<file path="src/rtl/dpram_pkg.sv">
// Shared constants, operation encoding and pointer helper for the dual-port-RAM FIFO controller.
package dpram_pkg;

    localparam int unsigned DefDataW = 8;
    localparam int unsigned DefAddrW = 4;
    localparam int unsigned DefDepth = 2 ** DefAddrW;
    localparam int unsigned PtrW     = DefAddrW + 1;

    // {push_ok, pop_ok} packed into one code so the occupancy update is a single decode.
    typedef enum logic [1:0] {
        OpIdle = 2'b00,
        OpPop  = 2'b01,
        OpPush = 2'b10,
        OpBoth = 2'b11
    } op_e;

    // Next pointer value; the extra MSB above addr_w is the wrap bit.
    function automatic int unsigned ptr_next(input int unsigned ptr, input int unsigned addr_w);
        int unsigned mask;
        mask = (32'd1 << (addr_w + 1)) - 32'd1;
        return (ptr + 32'd1) & mask;
    endfunction

endpackage

</file>
<file path="src/rtl/dpram_fifo_ctrl_if.sv">
// Push/pop, status and RAM-port signals of the FIFO controller; master drives the controller.
interface dpram_fifo_ctrl_if #(
    parameter int unsigned DATA_W = dpram_pkg::DefDataW,
    parameter int unsigned ADDR_W = dpram_pkg::DefAddrW
);

    logic              wr_en;
    logic [DATA_W-1:0] wr_data;
    logic              rd_en;
    logic [DATA_W-1:0] rd_data;
    logic              rd_valid;
    logic              full;
    logic              empty;
    logic              almost_full;
    logic              almost_empty;
    logic [ADDR_W:0]   count;
    logic              overflow;
    logic              underflow;
    logic              ram_we_a;
    logic [ADDR_W-1:0] ram_add_a;
    logic [DATA_W-1:0] ram_data_a;
    logic              ram_re_b;
    logic [ADDR_W-1:0] ram_add_b;
    logic [DATA_W-1:0] ram_out_b;

    modport master (
        output wr_en, wr_data, rd_en, ram_out_b,
        input  rd_data, rd_valid, full, empty, almost_full, almost_empty, count,
        input  overflow, underflow, ram_we_a, ram_add_a, ram_data_a, ram_re_b, ram_add_b
    );

    modport slave (
        input  wr_en, wr_data, rd_en, ram_out_b,
        output rd_data, rd_valid, full, empty, almost_full, almost_empty, count,
        output overflow, underflow, ram_we_a, ram_add_a, ram_data_a, ram_re_b, ram_add_b
    );

endinterface

</file>
<file path="src/rtl/dpram_fifo_ctrl.sv">
// Synchronous FIFO controller driving write-only port A and read-only port B of a dual-port RAM.
module dpram_fifo_ctrl
    import dpram_pkg::*;
#(
    parameter int unsigned DATA_W   = DefDataW,
    parameter int unsigned ADDR_W   = DefAddrW,
    parameter int unsigned AF_LEVEL = 14,
    parameter int unsigned AE_LEVEL = 2
) (
    input logic              clk,
    input logic              rst,
    dpram_fifo_ctrl_if.slave fifo_if
);

    localparam int unsigned Depth = 2 ** ADDR_W;
    localparam int unsigned CntW  = ADDR_W + 1;

    logic [CntW-1:0] wptr_q, wptr_d;
    logic [CntW-1:0] rptr_q, rptr_d;
    logic [CntW-1:0] count_q, count_d;
    logic            rd_valid_q, overflow_q, underflow_q;
    logic            full, empty;
    logic            push_ok, pop_ok;
    op_e             op;

    // Status flags decode the registered occupancy only.
    always_comb begin
        full  = (count_q == CntW'(Depth));
        empty = (count_q == '0);
    end

    // Acceptance looks only at registered flags: no push-through-full, no pop fall-through.
    always_comb begin
        push_ok = fifo_if.wr_en & ~full;
        pop_ok  = fifo_if.rd_en & ~empty;
        op      = op_e'({push_ok, pop_ok});
    end

    always_comb begin
        wptr_d  = wptr_q;
        rptr_d  = rptr_q;
        count_d = count_q;
        if (push_ok) begin
            wptr_d = CntW'(ptr_next(32'(wptr_q), ADDR_W));
        end
        if (pop_ok) begin
            rptr_d = CntW'(ptr_next(32'(rptr_q), ADDR_W));
        end
        unique case (op)
            OpPush:  count_d = count_q + CntW'(1);
            OpPop:   count_d = count_q - CntW'(1);
            default: count_d = count_q;
        endcase
    end

    always_ff @(posedge clk or negedge rst) begin
        if (!rst) begin
            wptr_q      <= '0;
            rptr_q      <= '0;
            count_q     <= '0;
            rd_valid_q  <= 1'b0;
            overflow_q  <= 1'b0;
            underflow_q <= 1'b0;
        end else begin
            wptr_q      <= wptr_d;
            rptr_q      <= rptr_d;
            count_q     <= count_d;
            rd_valid_q  <= pop_ok;
            overflow_q  <= fifo_if.wr_en & full;
            underflow_q <= fifo_if.rd_en & empty;
        end
    end

    always_comb begin
        fifo_if.ram_we_a     = push_ok;
        fifo_if.ram_add_a    = wptr_q[ADDR_W-1:0];
        fifo_if.ram_data_a   = fifo_if.wr_data;
        fifo_if.ram_re_b     = pop_ok;
        fifo_if.ram_add_b    = rptr_q[ADDR_W-1:0];
        // RAM output is already registered; pass it through and let rd_valid qualify it.
        fifo_if.rd_data      = fifo_if.ram_out_b;
        fifo_if.rd_valid     = rd_valid_q;
        fifo_if.full         = full;
        fifo_if.empty        = empty;
        fifo_if.almost_full  = (count_q >= CntW'(AF_LEVEL));
        fifo_if.almost_empty = (count_q <= CntW'(AE_LEVEL));
        fifo_if.count        = count_q;
        fifo_if.overflow     = overflow_q;
        fifo_if.underflow    = underflow_q;
    end

endmodule

</file>
<file path="src/flat_wrapper.sv">
// flat-port wrapper written by rule: the top's interface ports become plain ports
module dpram_fifo_ctrl_flat import dpram_pkg::*;
#(
    parameter int unsigned DATA_W   = DefDataW,
    parameter int unsigned ADDR_W   = DefAddrW,
    parameter int unsigned AF_LEVEL = 14,
    parameter int unsigned AE_LEVEL = 2
)
  (clk, rst, fifo_if_wr_en, fifo_if_wr_data, fifo_if_rd_en, fifo_if_ram_out_b, fifo_if_rd_data, fifo_if_rd_valid, fifo_if_full, fifo_if_empty, fifo_if_almost_full, fifo_if_almost_empty, fifo_if_count, fifo_if_overflow, fifo_if_underflow, fifo_if_ram_we_a, fifo_if_ram_add_a, fifo_if_ram_data_a, fifo_if_ram_re_b, fifo_if_ram_add_b);
  dpram_fifo_ctrl_if #(.DATA_W(DATA_W), .ADDR_W(ADDR_W)) fifo_if_i ();
  input logic clk;
  input logic rst;
  input wire logic [$bits(fifo_if_i.wr_en)-1:0] fifo_if_wr_en;
  input wire logic [$bits(fifo_if_i.wr_data)-1:0] fifo_if_wr_data;
  input wire logic [$bits(fifo_if_i.rd_en)-1:0] fifo_if_rd_en;
  input wire logic [$bits(fifo_if_i.ram_out_b)-1:0] fifo_if_ram_out_b;
  output wire logic [$bits(fifo_if_i.rd_data)-1:0] fifo_if_rd_data;
  output wire logic [$bits(fifo_if_i.rd_valid)-1:0] fifo_if_rd_valid;
  output wire logic [$bits(fifo_if_i.full)-1:0] fifo_if_full;
  output wire logic [$bits(fifo_if_i.empty)-1:0] fifo_if_empty;
  output wire logic [$bits(fifo_if_i.almost_full)-1:0] fifo_if_almost_full;
  output wire logic [$bits(fifo_if_i.almost_empty)-1:0] fifo_if_almost_empty;
  output wire logic [$bits(fifo_if_i.count)-1:0] fifo_if_count;
  output wire logic [$bits(fifo_if_i.overflow)-1:0] fifo_if_overflow;
  output wire logic [$bits(fifo_if_i.underflow)-1:0] fifo_if_underflow;
  output wire logic [$bits(fifo_if_i.ram_we_a)-1:0] fifo_if_ram_we_a;
  output wire logic [$bits(fifo_if_i.ram_add_a)-1:0] fifo_if_ram_add_a;
  output wire logic [$bits(fifo_if_i.ram_data_a)-1:0] fifo_if_ram_data_a;
  output wire logic [$bits(fifo_if_i.ram_re_b)-1:0] fifo_if_ram_re_b;
  output wire logic [$bits(fifo_if_i.ram_add_b)-1:0] fifo_if_ram_add_b;
  assign fifo_if_i.wr_en = fifo_if_wr_en;
  assign fifo_if_i.wr_data = fifo_if_wr_data;
  assign fifo_if_i.rd_en = fifo_if_rd_en;
  assign fifo_if_i.ram_out_b = fifo_if_ram_out_b;
  assign fifo_if_rd_data = fifo_if_i.rd_data;
  assign fifo_if_rd_valid = fifo_if_i.rd_valid;
  assign fifo_if_full = fifo_if_i.full;
  assign fifo_if_empty = fifo_if_i.empty;
  assign fifo_if_almost_full = fifo_if_i.almost_full;
  assign fifo_if_almost_empty = fifo_if_i.almost_empty;
  assign fifo_if_count = fifo_if_i.count;
  assign fifo_if_overflow = fifo_if_i.overflow;
  assign fifo_if_underflow = fifo_if_i.underflow;
  assign fifo_if_ram_we_a = fifo_if_i.ram_we_a;
  assign fifo_if_ram_add_a = fifo_if_i.ram_add_a;
  assign fifo_if_ram_data_a = fifo_if_i.ram_data_a;
  assign fifo_if_ram_re_b = fifo_if_i.ram_re_b;
  assign fifo_if_ram_add_b = fifo_if_i.ram_add_b;
  dpram_fifo_ctrl #(.DATA_W(DATA_W), .ADDR_W(ADDR_W), .AF_LEVEL(AF_LEVEL), .AE_LEVEL(AE_LEVEL)) u_core (.clk(clk), .rst(rst), .fifo_if(fifo_if_i));
endmodule
</file>
<file path="config.mk">
export PLATFORM = sky130hd
export DESIGN_NAME = dpram_fifo_ctrl_flat
export DESIGN_NICKNAME = d
export VERILOG_FILES = /design/src/rtl/dpram_pkg.sv /design/src/rtl/dpram_fifo_ctrl_if.sv /design/src/rtl/dpram_fifo_ctrl.sv /design/src/flat_wrapper.sv
export SDC_FILE = /design/constraint.sdc
export NUM_CORES = 1
export LEC_CHECK = 0
export ABC_AREA = 1
export CAP_MARGIN = 20
export CORE_UTILIZATION = 41
export CTS_CLUSTER_DIAMETER = 150
export CTS_CLUSTER_SIZE = 16
export DETAILED_ROUTE_END_ITERATION = 8
export PLACE_DENSITY = 0.82
export SYNTH_ARGS = -nofsm -noshare
export SYNTH_HDL_FRONTEND = slang
export SYNTH_SLANG_ARGS = --single-unit
</file>
<file path="constraint.sdc">
create_clock -name clk -period 4.5 [get_ports clk]
set_clock_uncertainty 0.2 [all_clocks]
set_input_delay 0.9 -clock clk [delete_from_list [all_inputs] [get_ports clk]]
set_output_delay 0.9 -clock clk [all_outputs]
set_load 0.02 [all_outputs]
</file>
==> results.py <==
metrics = {
    "status": {
        "status": "finished clean",
    },
    "hold_path": {
        "hold_path.startpoint": "u_core.rptr_q[3]$_DFFE_PN0P_",
        "min_path_cells": 2,
        "hold_path.class": "reg2reg",
        "hold_path_end": "u_core.rptr_q[3]$_DFFE_PN0P_",
    },
    "setup_path": {
        "timing.rr.end": "u_core.fifo_if.count[4]$_DFFE_PN0P_",
        "critPathRequiredTime_ns": 3.40,
        "crit_top_cell": "clkdlybuf4s50_1",
        "rr_worst_depth": 11,
        "crit_buf_inv": 3,
        "critPathSlowestCell": "clkdlybuf4s50_1",
        "rrSetupSlack_ns": 2.09,
        "path_class": "in2out",
        "path_cells": "clkdlybuf4s50_1, nand2_4, inv_2, clkdlybuf4s50_1",
        "end_kind": "primary output",
        "crit_arrival_ns": 2.22,
        "cp-start-kind": "primary input",
        "reg2reg_from": "u_core.fifo_if.count[2]$_DFFE_PN0P_",
        "path_max_fanout": 6,
        "slowest_delay_ns": 0.62,
        "crit_family": "buffers and inverters",
    },
    "global_route": {
        "grt_usage": 0.161,
        "antenna_found_initial": 0,
        "grt_overflow_total": 0,
        "grt_pass1_wl_um": 3170,
        "met2_usage": 0.261,
        "use_met1": 0.197,
        "globalRoute.busiestLayer": "met2",
        "grt_pass1_vias": 744,
        "met3_usage": 0.0234,
        "grt_max_degree": 17,
    },
    "synthesis": {
        "yosysTopAreaCell": "dfrtp_1",
        "synth_top_area_frac": 0.389,
        "netlist_top_cells_area": "dfrtp_1 39%, buf_4 12%, nand2_1 11%",
        "postSynthAreaPerCell_um2": 8.50,
        "seq_area_frac_synth": 0.389,
        "netlist_area_um2": 1030,
        "syn_nets": 148,
        "ys_types": 22,
        "syn_inst": 121,
        "ys_ff_latch": 16,
        "ys_warn_count": 0,
    },
    "timing": {
        "tightest_slew_ns": 0.723,
        "maxSlewViolCount": 0,
        "finalCriticalPeriod_ns": 3.32,
        "clock.fmax_mhz": 301,
        "setup_viol": 0,
        "finalHoldViolCount": 0,
        "tns_ns": 0,
        "period_share": 0.737,
        "rsz0062_at_grt": "no",
        "slew_headroom": 0.516,
    },
    "final_layout": {
        "drive_gt1_frac": 0.114,
        "stdcell_area_um2": 1210,
        "num-fill-cells": 215,
        "nets": 161,
        "num_antenna_cells": 0,
        "area_growth_pct": 17.8,
        "postLayoutCoreUtil": 0.527,
    },
    "clock_network": {
        "cts_tree": "yes",
        "insertion_delay_ns": 0.28,
        "cts_root_buffer": "clkbuf_4",
        "hold_buffers": 0,
        "htreeDepth": 1,
        "cts.repair.resized": 0,
        "postCtsSetupRepairBufs": 0,
        "numCtsBuffers": 3,
        "clk_pin_slew_ns": 0.09,
        "cts.sinks": 16,
        "cts_buffer_depth": 2,
    },
    "routing": {
        "vias": 752,
        "drt-initial-drc-count": 2,
        "antenna_left": 0,
        "via_per_inst": 4.70,
        "wl_per_cell_um": 11.5,
        "dr.pass1.iters": 2,
        "route.detailed.drc": 0,
        "wl_um": 1840,
    },
    "placed_design": {
        "hpwl_um": 1440,
        "place_congestion": 0.788,
        "placed_area_um2": 1190,
        "port-buffer-count": 25,
    },
    "power_and_ir_drop": {
        "power_density_nw_per_um2": 749,
        "p_leak_nw": 0.615,
        "vdd_drop_max_uv": 347,
    },
    "die": {
        "initial_core_util": 0.448,
        "die_w_um": 52.1,
        "io_pins": 58,
        "fp.dieH_um": 52.1,
        "row_count": 17,
        "fp.dieArea_um2": 2710,
        "core_um2": 2300,
    },
    "job": {
        "cap_violations": 0,
    },
}
## tightest hold or removal path: cells and delay by family (launching register included)
kind          cells  cell delay [ns]
simple gates      2             0.12
flops             1             0.39
## through the flow
step	power (mW)	cells	hold WS (ns)	setup WS, ns
floorplan	0.639	121	0.404	2.07
global placement	0.821	157	0.315	1.21
CTS	0.917	160	0.340	1.18
global route	0.992	160	0.355	1.11
detailed placement	0.841	157	0.318	1.18
finish	0.907	160	0.338	1.18
## report_power, final
part	leakage [nW]	internal [mW]	switching, mW	total, mW
Clock	0.0138	0.0310	0.0410	0.0720
Sequential	0.199	0.206	0.0767	0.283
Combinational	0.403	0.257	0.295	0.552
## cells in the mapped netlist
| library cell | n |
|---|---|
| nand2_1 | 31 |
| buf_4 | 16 |
| dfrtp_1 | 16 |
| inv_1 | 14 |
| nand3_1 | 7 |
| ha_1 | 6 |
| nor2_1 | 6 |
| xnor2_1 | 5 |
| o21ai_0 | 3 |
| nand2_4 | 2 |
| nand3_2 | 2 |
| nor2_2 | 2 |
| or2_2 | 2 |
| a21oi_1 | 1 |
| a22o_1 | 1 |
| buf_2 | 1 |
| fa_1 | 1 |
| inv_2 | 1 |
| inv_4 | 1 |
| nand2_2 | 1 |
| xor2_1 | 1 |
| xor2_2 | 1 |
## final cells by class
| type | instances | area, µm² | share of cell area |
|---|---|---|---|
| tap | 28 | 35.0 | 0.0289 |
| multi-input combinational | 72 | 440 | 0.364 |
| inverter | 16 | 62.6 | 0.0517 |
| timing repair buffer | 25 | 250 | 0.207 |
| sequential | 16 | 400 | 0.331 |
| clock buffer | 3 | 22.5 | 0.0186 |
## per-layer routing
| metal | routed length [µm] | up-vias |
|---|---|---|
| met3 | 132 | 8 |
| li1 | - | 375 |
| met2 | 856 | 28 |
| met1 | 813 | 341 |
| met4 | 33 | 0 |
| met5 | 0 | - |
## cell usage in the layout (no fill, tap or decap)
cell type        Yosys  layout
nand3_1              7       7
or2_2                2       2
o21ai_0              3       3
a21oi_1              1       1
clkbuf_4             0       3
inv_2                1       1
xor2_1               1       1
nand2_1             31      31
a22o_1               1       1
xnor2_1              5       5
clkdlybuf4s50_1      0      25
fa_1                 1       1
nor2_1               6       6
nor2_2               2       2
inv_4                1       1
ha_1                 6       6
inv_1               14      14
xor2_2               1       1
nand3_2              2       2
nand2_2              1       1
nand2_4              2       2
dfrtp_1             16      16
## cells by family (layout without fill, tap and decap cells)
family	after synthesis	after routing	synth area share
flip-flops	16	16	0.389
XOR/XNOR	7	7	0.0669
AO/OA/AOI/OAI	5	5	0.0280
adder cells (fa/ha/maj)	7	7	0.0925
AND/OR/NAND/NOR	53	53	0.241
buffers and inverters	33	44	0.182
## state kept, by name, summed over array words and instances, names as in the netlist
| register | flops |
|---|---|
| u_core.fifo_if.count | 5 |
| u_core.fifo_if.overflow | 1 |
| u_core.fifo_if.rd_valid | 1 |
| u_core.fifo_if.underflow | 1 |
| u_core.rptr_q | 4 |
| u_core.wptr_q | 4 |
## worst max-delay path by stage
stage / slack, ns / endpoint / cells past startpoint / startpoint
6_report: 1.18 / fifo_if_ram_re_b / 4 / fifo_if_rd_en
5_1_grt: 1.11 / fifo_if_ram_re_b / 4 / fifo_if_rd_en
4_1_cts: 1.18 / fifo_if_ram_re_b / 4 / fifo_if_rd_en
3_5_place_dp: 1.18 / fifo_if_ram_re_b / 4 / fifo_if_rd_en
3_3_place_gp: 1.21 / fifo_if_ram_re_b / 4 / fifo_if_rd_en
2_1_floorplan: 2.07 / u_core.fifo_if.count[4]$_DFFE_PN0P_ / 11 / fifo_if_rd_en
Power figures use the tool's default switching activity.
